**config.mk**
```make
export PLATFORM = sky130hd
export DESIGN_NAME = bin2bcd_seq_flat
export DESIGN_NICKNAME = d
export VERILOG_FILES = /design/src/rtl/bin2bcd_seq_if.sv /design/src/rtl/bin2bcd_seq.sv /design/src/flat_wrapper.sv
export SDC_FILE = /design/constraint.sdc
export NUM_CORES = 1
export LEC_CHECK = 0
export ABC_CLOCK_PERIOD_IN_PS = 1350
export CORE_UTILIZATION = 48
export CTS_CLUSTER_DIAMETER = 60
export DETAILED_ROUTE_END_ITERATION = 6
export GPL_ROUTABILITY_DRIVEN = 0
export PLACE_DENSITY = 0.75
export RECOVER_POWER = 50
export SYNTH_ARGS = -nofsm -noshare
export SYNTH_HDL_FRONTEND = slang
export SYNTH_SLANG_ARGS = --single-unit
```
**constraint.sdc**
```tcl
create_clock -name clk -period 1.35 [get_ports clk]
set_input_delay 0.135 -clock clk [delete_from_list [all_inputs] [get_ports clk]]
set_output_delay 0.135 -clock clk [all_outputs]
set_load 0.1 [all_outputs]
```
**src/rtl/bin2bcd_seq_if.sv**
```systemverilog
// Handshake/data bundle between a producer of binary values and the
// bin2bcd_seq converter.
//   start : request a conversion of bin (producer -> converter)
//   bin   : unsigned binary operand, WIDTH bits (producer -> converter)
//   busy  : conversion in progress (converter -> producer)
//   done  : one-cycle completion pulse (converter -> producer)
//   bcd   : packed BCD result, digit 0 (units) in bcd[3:0] (converter -> producer)
interface bin2bcd_seq_if #(
  parameter int WIDTH  = 8,
  parameter int DIGITS = 3
);
  logic                  start;
  logic [WIDTH-1:0]      bin;
  logic                  busy;
  logic                  done;
  logic [4*DIGITS-1:0]   bcd;

  modport master (
    output start,
    output bin,
    input  busy,
    input  done,
    input  bcd
  );

  modport slave (
    input  start,
    input  bin,
    output busy,
    output done,
    output bcd
  );
endinterface

```
**src/rtl/bin2bcd_seq.sv**
```systemverilog
// Sequential binary-to-BCD converter (shift-and-add-3), one bit per clock.
// Feeds the BCD-to-7-segment decoder; result digits are held until the
// next completion.
//
// Ports:
//   clk   : clock, rising edge
//   rst_n : synchronous active-low reset
//   ena   : global enable; low freezes every register
//   bus   : bin2bcd_seq_if slave (start, bin in; busy, done, bcd out)
//
// States:
//   IDLE | waiting for start; busy=0, bcd holds the last result
//   CONV | one shift-and-add-3 iteration per enabled edge; busy=1
module bin2bcd_seq #(
  parameter int WIDTH  = 8,
  parameter int DIGITS = 3
) (
  input  logic          clk,
  input  logic          rst_n,
  input  logic          ena,
  bin2bcd_seq_if.slave  bus
);

  localparam int CW = $clog2(WIDTH + 1);
  localparam int BW = 4 * DIGITS;
  localparam int TW = BW + WIDTH;

  typedef enum logic {
    IDLE = 1'b0,
    CONV = 1'b1
  } state_t;

  state_t          state;
  state_t          state_nxt;

  logic [WIDTH-1:0] sh_bin;
  logic [BW-1:0]    sh_bcd;
  logic [CW-1:0]    cnt;
  logic [BW-1:0]    bcd_r;
  logic             done_r;

  logic [BW-1:0]    t_bcd;
  logic [TW-1:0]    shifted;
  logic             accept;
  logic             last_iter;

  // Add-3 correction, digit by digit with no inter-digit carry. Digits are
  // always 0..9 here, so a corrected digit (8..12) still fits in 4 bits.
  always_comb begin
    t_bcd = '0;
    for (int i = 0; i < DIGITS; i++) begin
      if (sh_bcd[4*i +: 4] >= 4'd5) begin
        t_bcd[4*i +: 4] = sh_bcd[4*i +: 4] + 4'd3;
      end else begin
        t_bcd[4*i +: 4] = sh_bcd[4*i +: 4];
      end
    end
  end

  // The MSB of sh_bin falls into bit 0 of the BCD field.
  assign shifted   = {t_bcd, sh_bin} << 1;
  assign last_iter = (cnt == CW'(WIDTH - 1));

  always_ff @(posedge clk) begin
    if (!rst_n) begin
      state <= IDLE;
    end else begin
      state <= state_nxt;
    end
  end

  always_comb begin
    state_nxt = state;
    accept    = 1'b0;
    case (state)
      IDLE: begin
        if (ena && bus.start) begin
          accept    = 1'b1;
          state_nxt = CONV;
        end
      end
      CONV: begin
        if (ena && last_iter) begin
          state_nxt = IDLE;
        end
      end
      default: state_nxt = IDLE;
    endcase
  end

  always_ff @(posedge clk) begin
    if (!rst_n) begin
      sh_bin <= '0;
      sh_bcd <= '0;
      cnt    <= '0;
      bcd_r  <= '0;
      done_r <= 1'b0;
    end else if (ena) begin
      done_r <= 1'b0;
      if (accept) begin
        sh_bin <= bus.bin;
        sh_bcd <= '0;
        cnt    <= '0;
      end else if (state == CONV) begin
        sh_bin <= shifted[WIDTH-1:0];
        sh_bcd <= shifted[TW-1:WIDTH];
        cnt    <= cnt + CW'(1);
        if (last_iter) begin
          bcd_r  <= shifted[TW-1:WIDTH];
          done_r <= 1'b1;
        end
      end
    end
  end

  assign bus.busy = (state == CONV);
  assign bus.done = done_r;
  assign bus.bcd  = bcd_r;

endmodule

```
**src/flat_wrapper.sv**
```systemverilog
// flat-port wrapper written by rule: the top's interface ports become plain ports
module bin2bcd_seq_flat 
#(
  parameter int WIDTH  = 8,
  parameter int DIGITS = 3
)
  (clk, rst_n, ena, bus_start, bus_bin, bus_busy, bus_done, bus_bcd);
  bin2bcd_seq_if #(.WIDTH(WIDTH), .DIGITS(DIGITS)) bus_i ();
  input  logic clk;
  input  logic rst_n;
  input  logic ena;
  input wire logic [$bits(bus_i.start)-1:0] bus_start;
  input wire logic [$bits(bus_i.bin)-1:0] bus_bin;
  output wire logic [$bits(bus_i.busy)-1:0] bus_busy;
  output wire logic [$bits(bus_i.done)-1:0] bus_done;
  output wire logic [$bits(bus_i.bcd)-1:0] bus_bcd;
  assign bus_i.start = bus_start;
  assign bus_i.bin = bus_bin;
  assign bus_busy = bus_i.busy;
  assign bus_done = bus_i.done;
  assign bus_bcd = bus_i.bcd;
  bin2bcd_seq #(.WIDTH(WIDTH), .DIGITS(DIGITS)) u_core (.clk(clk), .rst_n(rst_n), .ena(ena), .bus(bus_i));
endmodule
```
# Yosys cells after proc, flatten, opt, wreduce, memory -nomap -nowiden
# Cells that the tools add are included.
# word_totals
register_bits	38
input_bits	12
out_inout_bits	14
# classes
add_sub_neg	4
order_cmp	3
eq_ne	1
muxes	16
bitwise	2
reduce_logical	5
# op_table
cell	count
12-bit 2-to-1 mux	2
4-bit 2-to-1 mux	4
8-bit 2-to-1 mux	2
4-bit by 3-bit >= comparator with 1-bit output, second input constant	3
4-bit by 2-bit adder with 4-bit output, second input constant	2
1-bit 2-to-1 mux	6
4-bit by 1-bit adder with 4-bit output, second input constant	1
4-bit by 3-bit == test with 1-bit output, second input constant	1
4-bit AND reduction	1
3-bit by 2-bit adder with 3-bit output, second input constant	1
3-bit 2-to-1 mux	1
1-bit logical AND	2
1-bit inverter	2
1-bit case mux with 2 select lines	1
2-bit AND reduction	1
2-bit nonzero test	1

# Logic depth before layout (Yosys ltp)
# logic_depth
depth_word	5
ltp_mapped	6

# Worst setup path after synthesis
# No wires, ideal clock.
# synth_timing
kind	reg2reg
start	register u_core.state (netlist: u_core.bus.busy)
end	register u_core.bcd_r[4] (netlist: u_core.bus.bcd[4])
arrival_time_ns	1.762
t_required_ns	1.228
setup_slack_ns	-0.534
stages_incl_launch_ff	7
n_path_buf	3
path_cell_list	dfxtp_1 > buf_6 > nand2_4 > nor3_4 > buf_6 > buf_12 > a21oi_1
# synth_between
elab_chain_len	3
# synth_lines
item	line	source
start: declaration	bin2bcd_seq.sv:33	state_t state;
start signal: assignment	bin2bcd_seq.sv:68	state <= state_nxt;
1-bit 2-to-1 mux	bin2bcd_seq.sv:75	case (state)
1-bit inverter (no source line)	-	
4-bit AND reduction (no source line) *	-	
end signal: assignment	bin2bcd_seq.sv:109	bcd_r <= shifted[TW-1:WIDTH];
end: declaration	bin2bcd_seq.sv:39	logic [BW-1:0] bcd_r;
# Every way passes the cells marked *; elsewhere a longest branch is shown, timed or not.
# A chain may end at the register's enable or synchronous reset.

# Worst setup path after layout
# layout_timing
start	register u_core.sh_bcd[5]
end	register u_core.bcd_r[6] (netlist: u_core.bus.bcd[6])
# layout_between
elab_chain_len	2
word_cells_on_any_way	3
classes_between	1 x add/sub; 1 x order compare; 1 x mux
# layout_lines
item	line	source
start: declaration	bin2bcd_seq.sv:37	logic [BW-1:0] sh_bcd;
start signal: assignment	bin2bcd_seq.sv:106	sh_bcd <= shifted[TW-1:WIDTH];
4-bit by 2-bit adder with 4-bit output / 4-bit by 3-bit >= comparator with 1-bit output (equally long branches)	bin2bcd_seq.sv:53, bin2bcd_seq.sv:52	
4-bit 2-to-1 mux *	bin2bcd_seq.sv:52	if (sh_bcd[4*i +: 4] >= 4'd5) begin
# Marks and branches as above.

==> summary.json <==
{
  "outcome": {
    "run_status": "finished with violations",
    "failed_checks": "negative setup slack"
  },
  "synth": {
    "synth-warning-count": 0,
    "netlist-cell-type-count": 33,
    "synth_compound_gate_area_share": 0.234,
    "mappedNetlistArea_mm2": 0.00175,
    "combinational_family_with_the_most_area_after_synthesis": "compound AO/OA/AOI/OAI gates",
    "dominantRegCellSynth": "sky130_fd_sc_hd__dfxtp_1",
    "ys_seq_elements": 38,
    "number_of_enable_flip_flop_cells_after_synthesis": 0,
    "post_synth_mux_area_share": 0.0308,
    "synth.largest_area_cell": "sky130_fd_sc_hd__dfxtp_1",
    "async_reset_ff_frac": 0,
    "syn-instance-count": 192,
    "seq_area_frac_synth": 0.435,
    "syn-num-nets": 211,
    "synth_xor_xnor_area_share": 0.0150,
    "post-synth-top-area-fraction": 0.435,
    "synth-simple-area-share": 0.172,
    "post_synth.cell_area_avg_um2": 9.11,
    "synth_top_cells_by_area": "sky130_fd_sc_hd__dfxtp_1, sky130_fd_sc_hd__o21ai_0, sky130_fd_sc_hd__a21oi_1",
    "synthAdderAreaFrac": 0.0501
  },
  "global_routing": {
    "grt_first_pass_wirelength_um": 7620,
    "grt_usage": 0.251,
    "globalRoute.totalOverflow": 0,
    "number_of_global_route_vias_before_repair": 1671,
    "grt_max_degree": 24,
    "grt_antenna_before_repair": 0
  },
  "worst_setup_path": {
    "worstPathArrival_ps": 1680,
    "path_max_fanout": 3,
    "cp_top_family": "flip-flops",
    "critical_path_required_ps": 1630,
    "cp-start-kind": "flip-flop",
    "timing.critical_path.buf_inv": 1,
    "cp_endpoint_kind": "flip-flop",
    "critical_path.slowest_cell": "sky130_fd_sc_hd__dfxtp_2",
    "crit_chain": "inv_4 -> ha_4 -> nand2b_4 -> a21oi_4 -> mux2_4 -> o22ai_2",
    "critPathMaxStageDelay_ps": 370,
    "timing_worst_setup_path_type": "reg -> reg"
  },
  "die": {
    "die_area_mm2": 0.00389,
    "die_w_um": 62.4,
    "floorplan.core_area_mm2": 0.00342,
    "pin_count": 26,
    "start_util": 0.512,
    "dieHeight_um": 62.4,
    "std_cell_rows": 21
  },
  "clock_network": {
    "sink_count_of_the_clock_tree": 38,
    "cts-hold-fix-buffers": 0,
    "clock_path_buffers": 2,
    "tritoncts_clock_tree": "done",
    "cts_root_buffer": "sky130_fd_sc_hd__clkbuf_4",
    "cts-htree-levels": 2,
    "clk-insertion-delay-late_ps": 340,
    "path_clk_slew_ps": 120,
    "cts_inserted_buffers": 5
  },
  "timing": {
    "period_needed_ps": 1400,
    "setup_viol": 8,
    "timing.slew.headroom": 0.778,
    "tightestPinTransition_ps": 332,
    "skew_ps": 10.0,
    "final_critical_path_setup_slack_ps": -47.1,
    "final-max-slew-violation-count": 0,
    "timing_hold_violations_final": 0,
    "fin_tns_setup_ps": -219,
    "maximum_achievable_frequency_ghz": 0.716,
    "rsz0062_at_grt": "true",
    "min_period_over_period": 1.03
  },
  "route": {
    "detail-route-antenna-nets": 0,
    "route.detailed.drc": 0,
    "num_vias": 1639,
    "drt-initial-drc-count": 58,
    "drt_wl_total_um": 4540,
    "drt_first_pass_iters": 4,
    "average_vias_per_placed_instance": 5.59,
    "detail_route.wl_per_cell_um": 15.5
  },
  "place": {
    "hpwl_um": 3070,
    "io_buffer_count": 25,
    "numPlacedInstances": 280
  },
  "power_and_ir_drop": {
    "p_leak_nw": 0.976,
    "power.density_cell_area_mw_per_mm2": 837,
    "vdd.ir_drop.worst_v": 0.000759
  },
  "finish": {
    "layoutNonFillerInstCount": 293,
    "area_delta_synth_final_pct": 44.4,
    "final_layout_size_suffix_gt1_frac": 0.401,
    "layout_common_cells": "sky130_fd_sc_hd__dfxtp_1, sky130_fd_sc_hd__buf_4, sky130_fd_sc_hd__clkbuf_4",
    "mostFrequentLayoutCell": "sky130_fd_sc_hd__dfxtp_1",
    "fin_nets": 265,
    "finalCoreUtilization": 0.740,
    "num_antenna_cells": 0
  },
  "flow_run": {
    "cap_viol_max_count": 0
  },
  "min_path": {
    "min-delay-path-class": "in -> reg"
  }
}
-- kinds of logic after synthesis --
logic type / Yosys count
compound gates: 69
xor+xnor: 3
fa+ha+maj: 7
buf+inv: 17
flops: 38
mux: 5
simple gates: 53
-- power by group --
| group | leakage, nW | internal [W] | switching (W) |
|---|---|---|---|
| Clock | 0.0450 | 0.000384 | 0.000378 |
| Combinational | 0.618 | 0.0000914 | 0.000101 |
| Sequential | 0.313 | 0.00114 | 0.0000181 |
| Total | 0.976 | 0.00162 | 0.000497 |
-- layout make-up --
type,count,area [um2]
Clock buffer,5,37.5
Clock inverter,3,40.0
Fill cell,252,890
Inverter,7,33.8
Multi-Input combinational cell,137,1090
Sequential cell,38,776
Tap cell,46,57.6
Timing Repair Buffer,57,489
-- repair_timing --
| action | in CTS | in global routing |
|---|---|---|
| pin swaps | 12 | 6 |
| endpoints found under the hold margin | 0 | 0 |
| buffers inserted | 3 | 2 |
| endpoints found under the setup margin | 17 | 23 |
| resized for setup | 26 | 23 |
-- synth_stat cells, types with 3 or more instances --
library cell               number
sky130_fd_sc_hd__a21boi_0       3
sky130_fd_sc_hd__a21oi_1       19
sky130_fd_sc_hd__a22oi_1        3
sky130_fd_sc_hd__buf_6          3
sky130_fd_sc_hd__clkbuf_1       3
sky130_fd_sc_hd__dfxtp_1       38
sky130_fd_sc_hd__ha_1           7
sky130_fd_sc_hd__inv_1          6
sky130_fd_sc_hd__mux2_2         3
sky130_fd_sc_hd__nand2_1       17
sky130_fd_sc_hd__nand2b_1       3
sky130_fd_sc_hd__nand3_1       12
sky130_fd_sc_hd__nor2b_1        5
sky130_fd_sc_hd__nor3b_1        7
sky130_fd_sc_hd__o211a_1        3
sky130_fd_sc_hd__o21ai_0       24
sky130_fd_sc_hd__o22ai_1       12
sky130_fd_sc_hd__xnor2_1        3
-- path summary, 6_finish.rpt --
kind | from | end | slack (ps) | depth (start not counted)
max reg2reg | u_core.sh_bcd[5] | u_core.bus.bcd[6] | -50 | 6
max | u_core.sh_bcd[5] | u_core.bus.bcd[6] | -50 | 6
min reg2reg | u_core.bus.bcd[2] | u_core.bus.bcd[2] | 480 | 2
min | bus_bin[0] | u_core.sh_bin[0] | 390 | 3
-- metal layers --
| metal | vias up | track usage | wire length (um) |
|---|---|---|---|
| met2 | 53 | 0.455 | 2310 |
| met3 | 13 | 0.0423 | 197 |
| met4 | 0 | 0.128 | 133 |
| met1 | 771 | 0.280 | 1910 |
| li1 | 802 | - | - |
| met5 | - | 0 | 0 |
-- per-stage QoR --
stage	power (W)	instance area (um2)	hold WS [ps]	setup WS [ps]
floorplan	0.00129	1830	310	-2.55
global placement	0.00138	2440	455	-143
detailed placement	0.00139	2440	476	-220
CTS	0.00213	2640	382	-64.2
global route	0.00220	2530	416	-83.2
finish	0.00211	2530	392	-47.1
-- sequential cells by signal, indices dropped and copies added, names as in the netlist --
register,count
u_core.bus.busy,1
u_core.bus.done,1
u_core.sh_bin,8
u_core.sh_bcd,12
u_core.cnt,4
u_core.bus.bcd,12
-- worst min-delay path: stages --
cell and delay (ps):
sky130_fd_sc_hd__clkdlybuf4s50_1 400, sky130_fd_sc_hd__nand4_1 80, sky130_fd_sc_hd__a21boi_0 70
Power figures use the tool's default switching activity.
